[src/rtl/fpu_addsub_arbiter.sv]
// ============================================================================
// fpu_addsub_arbiter
// Round-robin sharing of one pipelined fsub unit between two requesters.
// Revision: 1.0
// ============================================================================
`default_nettype none

module fpu_addsub_arbiter #(
  parameter int LAT   = 1,
  parameter int DEPTH = 4,
  parameter int TAG_W = 4
) (
  input  logic             clk,
  input  logic             rstn,
  input  logic             a_valid,
  output logic             a_ready,
  input  logic             a_op,
  input  logic [31:0]      a_x1,
  input  logic [31:0]      a_x2,
  input  logic [TAG_W-1:0] a_tag,
  input  logic             b_valid,
  output logic             b_ready,
  input  logic             b_op,
  input  logic [31:0]      b_x1,
  input  logic [31:0]      b_x2,
  input  logic [TAG_W-1:0] b_tag,
  output logic [31:0]      fu_x1,
  output logic [31:0]      fu_x2,
  input  logic [31:0]      fu_y,
  output logic             ra_valid,
  input  logic             ra_ready,
  output logic [31:0]      ra_y,
  output logic [TAG_W-1:0] ra_tag,
  output logic             rb_valid,
  input  logic             rb_ready,
  output logic [31:0]      rb_y,
  output logic [TAG_W-1:0] rb_tag,
  output logic             busy
);

  localparam int               c_AW    = $clog2(DEPTH);
  localparam int               c_CW    = c_AW + 1;
  localparam int               c_EW    = TAG_W + 32;
  localparam logic [c_CW:0]    c_DEPTH = (c_CW + 1)'(DEPTH);

  logic                r_prio;
  logic [LAT-1:0]      r_trk_v;
  logic [LAT-1:0]      r_trk_port;
  logic [TAG_W-1:0]    r_trk_tag [LAT];
  logic [c_CW-1:0]     r_cnt     [2];
  logic [c_CW-1:0]     r_infl    [2];
  logic [c_AW-1:0]     r_wp      [2];
  logic [c_AW-1:0]     r_rp      [2];
  logic [c_EW-1:0]     r_mem     [2][DEPTH];

  logic [1:0]          w_cred;
  logic [1:0]          w_ne;
  logic [1:0]          w_elig;
  logic [1:0]          w_gnt;
  logic [1:0]          w_push;
  logic [1:0]          w_pop;
  logic                w_ret_v;
  logic                w_ret_port;
  logic [TAG_W-1:0]    w_ret_tag;
  logic [c_EW-1:0]     w_head_a;
  logic [c_EW-1:0]     w_head_b;

  // Credit counts both queued and in-flight results so a FIFO can never overflow.
  always_comb begin
    for (int p = 0; p < 2; p++) begin
      w_cred[p] = ({1'b0, r_cnt[p]} + {1'b0, r_infl[p]}) < c_DEPTH;
      w_ne[p]   = (r_cnt[p] != '0);
    end
  end

  assign w_elig   = {b_valid, a_valid} & w_cred & {2{rstn}};
  assign w_gnt[0] = w_elig[0] & (~w_elig[1] | ~r_prio);
  assign w_gnt[1] = w_elig[1] & (~w_elig[0] |  r_prio);
  assign a_ready  = w_gnt[0];
  assign b_ready  = w_gnt[1];

  // Add is issued as subtract of the negated second operand.
  always_comb begin
    fu_x1 = '0;
    fu_x2 = '0;
    if (w_gnt[0]) begin
      fu_x1 = a_x1;
      fu_x2 = a_op ? a_x2 : {~a_x2[31], a_x2[30:0]};
    end else if (w_gnt[1]) begin
      fu_x1 = b_x1;
      fu_x2 = b_op ? b_x2 : {~b_x2[31], b_x2[30:0]};
    end
  end

  assign w_ret_v    = r_trk_v[LAT-1];
  assign w_ret_port = r_trk_port[LAT-1];
  assign w_ret_tag  = r_trk_tag[LAT-1];
  assign w_push[0]  = w_ret_v & ~w_ret_port;
  assign w_push[1]  = w_ret_v &  w_ret_port;
  assign w_pop      = w_ne & {rb_ready, ra_ready};

  always_ff @(posedge clk or negedge rstn) begin
    if (!rstn) begin
      r_prio     <= 1'b0;
      r_trk_v    <= '0;
      r_trk_port <= '0;
      for (int i = 0; i < LAT; i++) r_trk_tag[i] <= '0;
      for (int p = 0; p < 2; p++) begin
        r_cnt[p]  <= '0;
        r_infl[p] <= '0;
        r_wp[p]   <= '0;
        r_rp[p]   <= '0;
      end
    end else begin
      if (|w_gnt) r_prio <= w_gnt[0];
      r_trk_v[0]    <= |w_gnt;
      r_trk_port[0] <= w_gnt[1];
      r_trk_tag[0]  <= w_gnt[1] ? b_tag : a_tag;
      for (int i = 1; i < LAT; i++) begin
        r_trk_v[i]    <= r_trk_v[i-1];
        r_trk_port[i] <= r_trk_port[i-1];
        r_trk_tag[i]  <= r_trk_tag[i-1];
      end
      for (int p = 0; p < 2; p++) begin
        if (w_push[p] && !w_pop[p])      r_cnt[p] <= r_cnt[p] + 1'b1;
        else if (!w_push[p] && w_pop[p]) r_cnt[p] <= r_cnt[p] - 1'b1;
        if (w_gnt[p] && !w_push[p])      r_infl[p] <= r_infl[p] + 1'b1;
        else if (!w_gnt[p] && w_push[p]) r_infl[p] <= r_infl[p] - 1'b1;
        if (w_push[p]) r_wp[p] <= r_wp[p] + 1'b1;
        if (w_pop[p])  r_rp[p] <= r_rp[p] + 1'b1;
      end
    end
  end

  always_ff @(posedge clk) begin
    for (int p = 0; p < 2; p++) begin
      if (w_push[p]) r_mem[p][r_wp[p]] <= {w_ret_tag, fu_y};
    end
  end

  // Head is masked so an empty FIFO presents zeros rather than stale storage.
  assign w_head_a = w_ne[0] ? r_mem[0][r_rp[0]] : '0;
  assign w_head_b = w_ne[1] ? r_mem[1][r_rp[1]] : '0;

  assign ra_valid = w_ne[0];
  assign {ra_tag, ra_y} = w_head_a;
  assign rb_valid = w_ne[1];
  assign {rb_tag, rb_y} = w_head_b;

  assign busy = (|r_trk_v) | (|w_ne);

endmodule

`default_nettype wire

[config.mk]
export PLATFORM = sky130hd
export DESIGN_NAME = fpu_addsub_arbiter
export DESIGN_NICKNAME = d
export VERILOG_FILES = /design/src/rtl/fpu_addsub_arbiter.sv
export SDC_FILE = /design/constraint.sdc
export NUM_CORES = 1
export LEC_CHECK = 0
export BUFFER_PORTS_ARGS = -buffer_cell sky130_fd_sc_hd__clkbuf_2
export CAP_MARGIN = 20
export CORE_ASPECT_RATIO = 1.25
export CORE_MARGIN = 2
export CORE_UTILIZATION = 58
export DETAILED_ROUTE_END_ITERATION = 7
export PLACE_DENSITY_LB_ADDON = 0.08
export SYNTH_ARGS = -nofsm -noshare
export SYNTH_HDL_FRONTEND = slang
export SYNTH_SLANG_ARGS = --single-unit
export TNS_END_PERCENT = 100
[constraint.sdc]
create_clock -name clk -period 4.7 [get_ports clk]
set_input_delay 0.47 -clock clk [delete_from_list [all_inputs] [get_ports clk]]
set_output_delay 0.47 -clock clk [all_outputs]
set_load 0.05 [all_outputs]
==> out/metrics.yaml, run 1 <==
run_status:
  outcome: "completed"
worst_setup_path:
  cp.arrival_ps: 3560
  r2r_slack_ps: 1390
  r2r-end: "r_infl[5]"
  crit_type: "flip-flop to output pin"
  cp_slowest_cell: "and2_2"
  max_stage_delay_ps: 630
  critPathMaxFanout: 37
  crit_family: "simple AND/OR/NAND/NOR gates"
  startpoint_type: "flip-flop"
  crit_end: "fu_x1[29]"
  path_cells: "ha_1 -> nand4bb_4 -> a311oi_4 -> and2_2 -> buf_4 -> a22o_1 -> clkbuf_2"
  cp_num_buf_inv: 2
  required_ps: 4230
  rr_startpoint: "r_cnt[5]"
  crit_cells: 7
  r2r_cells: 10
  crit_start: "r_cnt[5]"
  critPathCaptureType: "output pin"
logic_synthesis:
  ys_types: 33
  ys_async_sr_fraction_pct: 8.571
  avgSynthCellArea_um2: 19.93
  synth-seq-area-share_pct: 71.32
  synth_nets: 852
  synthCells: 656
  synth-seq-cells: 315
  synth_edf_count: 288
  synthFlopType: "edfxtp_1"
  yosysTopAreaCell: "edfxtp_1"
  yosys_warnings: 0
  synth_most_common_cell: "edfxtp_1"
  yosysTopAreaCellShare_pct: 66.15
  synthTopCellsByCount: "288 x edfxtp_1, 77 x and2_1, 72 x mux4_2, 62 x a22o_1, 27 x dfrtp_1"
  synthTopCellsByArea: "edfxtp_1 66%, mux4_2 12%, dfrtp_1 5.2%"
  synth_area_mm2: 0.01307
global_route:
  track_usage_pct: 31.79
  grt_max_degree: 70
  antenna_found_initial: 13
  gr-total-overflow: 0
  grt_pass1_vias: 8200
  grt_pass1_wl_mm: 53.90
sta:
  finalClockSkew_ps: 25.16
  rsz0062_at_grt: "false"
  finalMaxSlewViolations: 0
  fin_ws_ps: 668.4
  post-route-min-period_ps: 4032
  setup_viol: 0
  finalCritPeriodShare_pct: 85.78
  tns_ps: 0
  fmax_ghz: 0.2480
  hold_viol: 0
  worstMarginPinSlew_ps: 1119
  max-slew-margin-rel_pct: 25.43
clock_tree:
  postCtsSetupRepairBufs: 0
  clock_sinks: 315
  htreeDepth: 1
  clk_pin_slew_ps: 60
  cts.path.max_buffers: 3
  hold_buffers: 1
  clock_latency_ps: 550
  cts_tree: "yes"
  cts_root_buf: "clkbuf_16"
  cts_resized: 0
  cts_buffers: 27
route:
  first_pass_iters: 5
  drt_iter0_drc: 614
  detail-route-antenna-nets: 0
  vias: 7761
  routedWlPerCell_um: 29.70
  wl_mm: 38.02
  drc: 0
  vias_per_cell: 6.063
placement:
  dp_hpwl_mm: 26.01
  routabilityCongestion: 1.031
  pre_cts_slack_ps: 1258
  io_buffers: 316
  place_inst: 1224
floorplan:
  rows: 61
  core_mm2: 0.02221
  ios: 317
  die_w_um: 138.3
  fp.dieH_um: 171.9
  die-area_mm2: 0.02377
  start_util_pct: 58.86
cells_and_area:
  seq_area_mm2: 0.009329
  fin_nets: 1169
  syn2layout_area_growth_pct: 20.74
  num-fill-cells: 1365
  layout.cells.non_filler: 1280
  multiInputGateArea_mm2: 0.003468
  drive_above_1_share_pct: 46.98
run:
  cap_viol_max_count: 0
min_path:
  hp-class: "input port to flip-flop"
power_and_ir_drop:
  p_per_area_mw_per_mm2: 513.8
  ir_drop_mv: 0.4318
  leakage_nw: 5.966
## power by group
group | internal [mW] | switching [mW] | total, mW
logic | 0.799 | 1.70 | 2.50
clock network | 1.26 | 0.963 | 2.23
registers | 3.19 | 0.195 | 3.38
total | 5.25 | 2.86 | 8.11
## metrics by stage
step           hold slack, ps  instance area [um2]  util (%)  total power [mW]
4_1_cts                 144.6                15740     70.86             8.143
5_1_grt                 148.7                15780     71.06             8.371
3_3_place_gp            461.2                14830     66.79             5.884
2_1_floorplan           174.4                13070         -             5.277
3_5_place_dp            475.2                14830     66.79             5.934
6_report                152.4                15790     71.07             8.110
## how the worst min path moves through the flow
stage               depth (start not counted)      start  slack (ps)           end
floorplan                                   0       rstn         170      r_cnt[0]
global placement                            1  r_infl[5]         460     r_infl[5]
detailed placement                          1  r_infl[5]         480     r_infl[5]
CTS                                         2   a_tag[0]         140  r_trk_tag[0]
global route                                2   a_tag[0]         150  r_trk_tag[0]
finish                                      2   a_tag[0]         150  r_trk_tag[0]
## flip-flops by register name, summed over array words and instances (netlist names)
name / count
r_mem: 288
r_cnt: 6
r_infl: 6
r_rp: 4
r_trk_tag: 4
r_wp: 4
r_prio: 1
r_trk_port: 1
r_trk_v: 1
## layout make-up
cell class / count / share of cell area (%)
clock inverter: 16 / 1.086
clock buffer: 34 / 4.574
inverter: 11 / 0.2616
sequential: 315 / 59.10
tap: 283 / 2.243
multi-input combinational: 291 / 21.97
antenna: 3 / 0.04756
timing repair buffer: 327 / 10.72
## layer usage
layer	up-vias	global-route usage, %	part of all wire (%)
met5	-	0	0.37
met4	22	17.17	5.5
met3	94	10.27	9.6
met2	458	55.68	53
met1	3906	34.72	32
li1	3281	-	-
## kinds of logic after synthesis
| family | after synthesis | synth area share (%) |
|---|---|---|
| compound gates | 70 | 4.776 |
| xor+xnor | 20 | 1.340 |
| fa+ha+maj | 20 | 2.144 |
| buf+inv | 50 | 2.297 |
| flops | 315 | 71.32 |
| mux | 80 | 13.21 |
| simple gates | 101 | 4.919 |
## cell usage in the layout (no fill, tap or decap), types with 2 or more instances in the layout
cell type / count
clkbuf_2: 316
edfxtp_1: 288
mux4_2: 72
and2_1: 72
a22o_1: 62
clkbuf_16: 27
dfrtp_1: 23
ha_1: 16
xnor2_1: 12
inv_1: 11
clkinv_2: 9
xor2_1: 8
buf_4: 8
nand2_1: 5
and2_2: 5
clkbuf_1: 5
mux2_4: 4
mux2_2: 4
nor2_1: 4
nand3_1: 4
and3_2: 4
fa_1: 4
dfrtp_2: 4
diode_2: 3
or3_1: 3
bufinv_16: 3
o21ai_0: 2
a32o_1: 2
clkinv_1: 2
clkbuf_8: 2
buf_12: 2
No activity file was read; power rests on OpenSTA's default activity.
==> inputs of run 2 (changes only) <==
--- a/config.mk
+++ b/config.mk
@@ -5,8 +5,7 @@
 export SDC_FILE = /design/constraint.sdc
 export NUM_CORES = 1
 export LEC_CHECK = 0
-export BUFFER_PORTS_ARGS = -buffer_cell sky130_fd_sc_hd__clkbuf_2
-export CAP_MARGIN = 20
+export BUFFER_PORTS_ARGS = -buffer_cell sky130_fd_sc_hd__buf_2
 export CORE_ASPECT_RATIO = 1.25
 export CORE_MARGIN = 2
 export CORE_UTILIZATION = 58
==> run 2 against run 1 <==
Combinational power hardly changed; final area hardly changed; maximum frequency is 0.40% lower; critical endpoint is now fu_x2[11]; core utilization hardly changed; routed wire length is 7.4% higher; register-to-register slack worse by 30 ps; clock power is 3% higher; hold slack better by 24 ps; non-clock buffer count is 3 lower; clock skew is 14 ps lower; worst setup slack worse by 16 ps; clock-buffer cell count is 3 lower.
==> out/metrics.yaml, run 2 (synthesis results as in run 1) <==
run_status:
  outcome: "completed"
power_and_ir_drop:
  p_int_mw: 5.247
  switchingPower_mw: 2.958
  ir_drop_mv: 0.4780
  clockPowerShare_pct: 27.9
  p_per_area_mw_per_mm2: 519.7
  p_total_mw: 8.205
  swShare_pct: 36.05
  leakage_nw: 6.012
  power_frac_comb_pct: 30.6
  power.share.sequential_pct: 41.5
worst_setup_path:
  r2r_slack_ps: 1360
  startpoint_type: "flip-flop"
  critPathCaptureType: "output pin"
  required_ps: 4230
  cp.arrival_ps: 3580
  crit_type: "flip-flop to output pin"
  critPathMaxFanout: 35
floorplan:
  core_mm2: 0.02221
  ios: 317
  start_util_pct: 58.86
  die-area_mm2: 0.02377
  die_w_um: 138.3
  fp.dieH_um: 171.9
  rows: 61
sta:
  finalCritPeriodShare_pct: 86.12
  max-slew-margin-rel_pct: 24.79
  whs_ps: 176.6
  rsz0062_at_grt: "false"
  finalClockSkew_ps: 10.70
  post-route-min-period_ps: 4048
  finalMaxSlewViolations: 0
  hold_viol: 0
  setup_viol: 0
  worstMarginPinSlew_ps: 1128
  fmax_ghz: 0.2470
  tns_ps: 0
clock_tree:
  cts_buffers: 27
  cts_resized: 0
  cts.path.max_buffers: 3
  clock_latency_ps: 550
  clk_pin_slew_ps: 70
  htreeDepth: 1
  clock_sinks: 315
  cts_root_buf: "clkbuf_16"
  cts_tree: "yes"
global_route:
  grt_max_degree: 67
  gr-total-overflow: 0
  grt_pass1_wl_mm: 57.30
  track_usage_pct: 33.74
  grt_pass1_vias: 8410
  antenna_found_initial: 14
route:
  vias_per_cell: 6.361
  vias: 8161
  drt_iter0_drc: 712
  first_pass_iters: 5
  drc: 0
  wl_mm: 40.82
  routedWlPerCell_um: 31.82
  detail-route-antenna-nets: 0
cells_and_area:
  fin_util_pct: 71.09
  final_common_cell: "buf_2"
  fin_nets: 1166
  drive_above_1_share_pct: 47.53
  largest_reg_flops: 288
  num-fill-cells: 1263
  syn2layout_area_growth_pct: 20.77
  final_cell_mix: "316 x buf_2, 288 x edfxtp_1, 72 x mux4_2, 72 x and2_1, 62 x a22o_1"
min_path:
  hp-class: "input port to flip-flop"
placement:
  routabilityCongestion: 0.9377
  io_buffers: 316
  dp_hpwl_mm: 26.75
run:
  cap_viol_max_count: 0
-- run 2: cell count changes in the layout (fill, tap and decap cells not counted), sizes merged --
cell / previous run / this run
clkbuf: 350 / 31
buf: 10 / 323
diode: 3 / 9
inv: 12 / 15
bufinv: 3 / 2
clkinvlp: 0 / 1
-- run 2: metrics by stage --
step                      instance area (um2)  cells  setup WS, ps
final                                   15790   1283         652.2
after global routing                    15770   1274         513.7
after floorplan                         13070    656          1813
after CTS                               15770   1274         657.1
after global placement                  14830   1223          1418
after detailed placement                14830   1223          1248
-- run 2: timing repair --
| action | CTS | global route |
|---|---|---|
| hold endpoints to repair | 8 | 0 |
| endpoints found under the setup margin | 0 | 0 |
| hold buffers | 1 | 0 |
| setup buffers | 0 | 0 |
-- run 2: worst max-delay path, stage by stage, from the launching register on --
cell       delay, ps
dfrtp_1          410
ha_1             300
nand4bb_4        230
a311oi_4         430
and2_2           670
buf_4            460
a22o_1           240
buf_2            280
-- run 2: layer usage --
metal,share of wire (%),up-vias,global-route usage [%]
met5,0.26,-,0
met4,5.0,16,14.29
met3,9.6,112,8.696
met2,53,614,61.19
met1,32,4143,38.27
li1,-,3276,-
-- run 2: path summary, 6_finish.rpt --
path	from	to	depth (start not counted)
setup / recovery	r_cnt[5]	fu_x2[11]	7
hold / removal	b_tag[1]	r_trk_tag[1]	2
setup reg to reg	r_cnt[5]	r_infl[5]	10
hold reg to reg	r_infl[5]	r_infl[5]	1
max in group asynchronous	rstn	r_rp[3]	3
min in group asynchronous	rstn	r_infl[0]	2
-- run 2: cell type report --
cell class | count | area (um2) | area share [%]
Tap cell | 283 | 354.1 | 2.243
Inverter | 11 | 41.29 | 0.2615
Sequential cell | 315 | 9329 | 59.09
Antenna cell | 9 | 22.52 | 0.1426
Multi-Input combinational cell | 291 | 3468 | 21.97
Clock inverter | 19 | 198.9 | 1.260
Timing Repair Buffer | 324 | 1644 | 10.41
Clock buffer | 31 | 730.7 | 4.628
-- run 2: power groups by stage --
stage	registers (mW)	logic, mW	clock network, mW
3_5_place_dp	3.47	2.47	0
6_report	3.40	2.51	2.29
4_1_cts	3.41	2.51	2.30
3_3_place_gp	3.45	2.42	0
5_1_grt	3.43	2.59	2.40
2_1_floorplan	3.30	1.98	0
